<file path="src/rtl/wb_regfile.sv">
// Write-back stage register file: selects the WB value, commits it to a 32-entry
// integer register file and counts retired writes. Optional macro: WB_BYPASS_EN.
module wb_regfile #(
    parameter int unsigned       DATA_W   = 32,
    parameter int unsigned       ADDR_W   = 5,
    parameter int unsigned       NUM_REGS = 32,
    parameter logic [DATA_W-1:0] SP_RESET = 32'h0000_03FC
) (
    input  logic              clk,
    input  logic              rst,
    input  logic              RegWrite_in,
    input  logic              MemtoReg_in,
    input  logic [DATA_W-1:0] data_ALU_in,
    input  logic [DATA_W-1:0] data_mem_in,
    input  logic [ADDR_W-1:0] Rd_in,
    input  logic [ADDR_W-1:0] Rs1_addr,
    input  logic [ADDR_W-1:0] Rs2_addr,
    output logic [DATA_W-1:0] Rs1_data,
    output logic [DATA_W-1:0] Rs2_data,
    output logic [DATA_W-1:0] wb_data_out,
    output logic [31:0]       retire_count
);

    localparam int unsigned SP_IDX = 2;

    logic [DATA_W-1:0] regs [NUM_REGS];
    logic              commit_en;

    // Write-back mux and commit qualifier; x0 writes are dropped entirely.
    always_comb begin
        wb_data_out = MemtoReg_in ? data_mem_in : data_ALU_in;
        commit_en   = RegWrite_in && (Rd_in != '0);
    end

    // Array and retire counter; reset takes priority over any commit.
    always_ff @(posedge clk) begin
        if (!rst) begin
            for (int unsigned i = 0; i < NUM_REGS; i++) begin
                regs[ADDR_W'(i)] <= (i == SP_IDX) ? SP_RESET : '0;
            end
            retire_count <= '0;
        end else if (commit_en) begin
            regs[Rd_in]  <= wb_data_out;
            retire_count <= retire_count + 32'd1;
        end
    end

    // Read ports: x0 reads as zero, optional same-cycle forwarding of the commit.
    always_comb begin
        Rs1_data = (Rs1_addr == '0) ? '0 : regs[Rs1_addr];
        Rs2_data = (Rs2_addr == '0) ? '0 : regs[Rs2_addr];
`ifdef WB_BYPASS_EN
        if (commit_en && (Rs1_addr == Rd_in)) Rs1_data = wb_data_out;
        if (commit_en && (Rs2_addr == Rd_in)) Rs2_data = wb_data_out;
`endif
    end

endmodule

</file>
<file path="config.mk">
export PLATFORM = sky130hd
export DESIGN_NAME = wb_regfile
export DESIGN_NICKNAME = d
export VERILOG_FILES = /design/src/rtl/wb_regfile.sv
export SDC_FILE = /design/constraint.sdc
export NUM_CORES = 2
export LEC_CHECK = 0
export ABC_AREA = 0
export BUFFER_PORTS_ARGS = -buffer_cell sky130_fd_sc_hd__buf_2
export CAP_MARGIN = 25
export CORE_MARGIN = 4
export CORE_UTILIZATION = 40
export DETAILED_ROUTE_END_ITERATION = 6
export SYNTH_ARGS = -nofsm -noshare
export SYNTH_HDL_FRONTEND = slang
export SYNTH_SLANG_ARGS = --single-unit
</file>
<file path="constraint.sdc">
create_clock -name clk -period 3.65 [get_ports clk]
set_clock_uncertainty 0.15 [all_clocks]
set_input_delay 0.365 -clock clk [delete_from_list [all_inputs] [get_ports clk]]
set_output_delay 0.365 -clock clk [all_outputs]
set_load 0.01 [all_outputs]
</file>
==> run metrics <==
crit end category primary output; Async SR Flop Fraction 0; maximum number of pins on one net before global-route repair 58; Critical Path RT 3.13 ns; Final min period 3.46 ns; Final #Nets 4,221; power density cells 472 nW/µm²; smallest setup slack after layout 0.192 ns; CTS tree done; growth of design area from synthesis to finish 16.2%; Skew-Pair Late Insertion Delay 0.72 ns; cell breakdown of the critical path buf_8 -> buf_12 -> nor2_4 -> buf_4 -> nand2_1 -> o2111ai_1 -> a311oi_1 -> buf_4 -> buf_2; detailed placement HPWL 124,000 µm; H-tree lvl count 3; Startpoint Class input pin; Worst Tran Pin Value 1.15 ns; Max Root-Sink Buffers 3; total number of vias 38,200; RSZ-0062 raised after global routing no; Max IR drop VDD 0.427 mV; area of the mapped netlist 53,900 µm²; first-pass detailed-route iteration total 6; Leak Pwr 22.0 nW; number of sinks on the clock net 1,056; diode insertion count for antenna repair 0; Filler Cells Inserted 11,600; area of the core 134,000 µm²; number of global-route vias before repair 37,900; minimum setup slack after placement 0.333 ns; number of design-rule violations left by the first detailed-router iteration 5,314; proportion of synthesized chip area in sequential cells 0.582; Port Buf Inserts 210; data arrival time of the critical path 2.94 ns; total of cells resized after clock tree synthesis 0; Die Wd 375 µm; max-capacitance violation count 0; clock root cell clkbuf_16; number of buffers added by the clock tree synthesis step 111; GR Util All Layers 0.271; Ys Warns 0; DRC violation count after routing 0; Starting Density 0.403; Via-to-Cell Ratio 6.37; endpoints failing setup 0; commonest non-fill, non-tap cell in the layout edfxtp_1; Die Outline Area 141,000 µm²; run status finished clean; number of synthesized flops with an enable pin 1,024; final clock period utilization by the worst path 0.947; type of the setup path with the least slack in -> out; FF+latch count, synth 1,056; placement row count 134; Most common cell on crit path buf_4; hold crit path type in -> reg; critical-path cell with the highest stage delay nor2_4; detail-routed net length per standard cell 32.3 µm; maximum cell stage delay along the critical path 0.77 ns; dominant register cell in the synthesized netlist edfxtp_1; commonest non-fill, non-tap cells in the layout edfxtp_1, nor2_1, mux4_2, buf_4, buf_2; Post-Route WL 194,000 µm; Peak Freq 289 MHz; die outline height 375 µm; Hold Fails Final Rpt 0; GR Overflow Total 0; gpl congestion 0.894; wire length of the first global-routing pass 276,000 µm; number of top-level pins 211; mean cell area of the mapped netlist 13.8 µm²; largest fanout on the critical path 23; Synth Instances 3,906; summed negative setup slack over all endpoints 0 ns; normalized max-slew margin 0.231; share of post-route cells with drive strength above 1 0.295; unique cell type count in the Yosys netlist 48; clock slew at reported path FFs 0.06 ns; count of final max-slew check failures 0; antenna violations before repair 4; Routed Antenna Nets 0
worst paths after layout:
| kind | startpoint | to | slack (ns) | cells after the start |
|---|---|---|---|---|
| worst max register to register | retire_count[2] | retire_count[31] | 1.23 | 4 |
| worst max-delay path | Rs2_addr[1] | Rs2_data[12] | 0.19 | 9 |
| worst min register to register | retire_count[30] | retire_count[30] | 0.33 | 2 |
| worst min-delay path | data_mem_in[26] | regs[28][26] | 0.05 | 3 |
cells in the mapped netlist, types with 12 or more instances:
cell type     n  area, µm²
o31ai_1      12       90.1
a22oi_1      64        480
mux2_2       64        721
inv_1        38        143
buf_2        95        475
mux4_2      448      10100
nand2_1     185        694
clkbuf_1    298       1120
o21ai_0      77        385
nor2b_1      68        425
a311oi_1     64        561
a211oi_1     66        495
dfxtp_1      32        641
or4_1        14        105
buf_1        19       71.3
a21oi_1      16       80.1
nor2_1     1003       3760
edfxtp_1   1024      30700
a221oi_1     16        140
mux2i_1     166       1660
o2111ai_1    49        429
logic make-up (layout without fill, tap and decap cells):
group / Yosys count / count (layout) / share of synthesized area
compound gates: 382 / 382 / 0.0516
other cells: 1 / 32 / 0.0000696
fa+ha+maj: 1 / 1 / 0.000232
flops: 1056 / 1056 / 0.582
xor+xnor: 8 / 8 / 0.00130
mux: 678 / 678 / 0.231
buf+inv: 452 / 748 / 0.0338
simple gates: 1328 / 1328 / 0.0994
stage by stage:
step                cell area (µm²)  power, mW   util  std cells  hold WS, ns
floorplan                     54000       16.6      -       3937        0.336
global placement              59000       18.4  0.441       5780        0.312
detailed placement            59000       18.5  0.441       5781        0.324
CTS                           62600       29.6  0.469       6000      0.00148
global route                  62600       30.4  0.469       6001       0.0140
finish                        62600       29.6  0.469       6001       0.0461
state kept, by name, summed over array words and instances (netlist names):
name / cells
retire_count: 32
regs: 1024
worst max-delay path, delay by kind of cell:
kind	cells	cell delay (ns)
and+or+nand+nor	2	0.84
buffers and inverters	5	1.09
AOI/OAI and AO/OA	2	0.59
where the power goes:
group / internal (mW) / leakage (nW) / switching [mW]
clock: 6.33 / 1.75 / 4.92
sequential: 13.9 / 10.0 / 0.333
combinational: 1.65 / 10.3 / 2.42
total: 21.9 / 22.0 / 7.67
repair_timing:
| action | in CTS | in global routing |
|---|---|---|
| endpoints found under the hold margin | 29 | 0 |
| buffers inserted | 0 | 0 |
| hold buffers | 10 | 0 |
area by class of cell:
cell class | instances | area (µm²) | area share
inverter | 39 | 149 | 0.00238
multi-input combinational | 2429 | 21400 | 0.341
clock inverter | 73 | 646 | 0.0103
clock buffer | 136 | 2890 | 0.0462
tap | 1768 | 2210 | 0.0353
timing repair buffer | 500 | 3980 | 0.0636
sequential | 1056 | 31400 | 0.501
routing by layer:
metal,share of wire,vias to the layer above,global-route usage
met5,0,-,0
met4,0.048,0,0.115
met3,0.11,441,0.0632
met2,0.46,2558,0.428
met1,0.38,19800,0.363
li1,-,15400,-
Power figures use the tool's default switching activity.
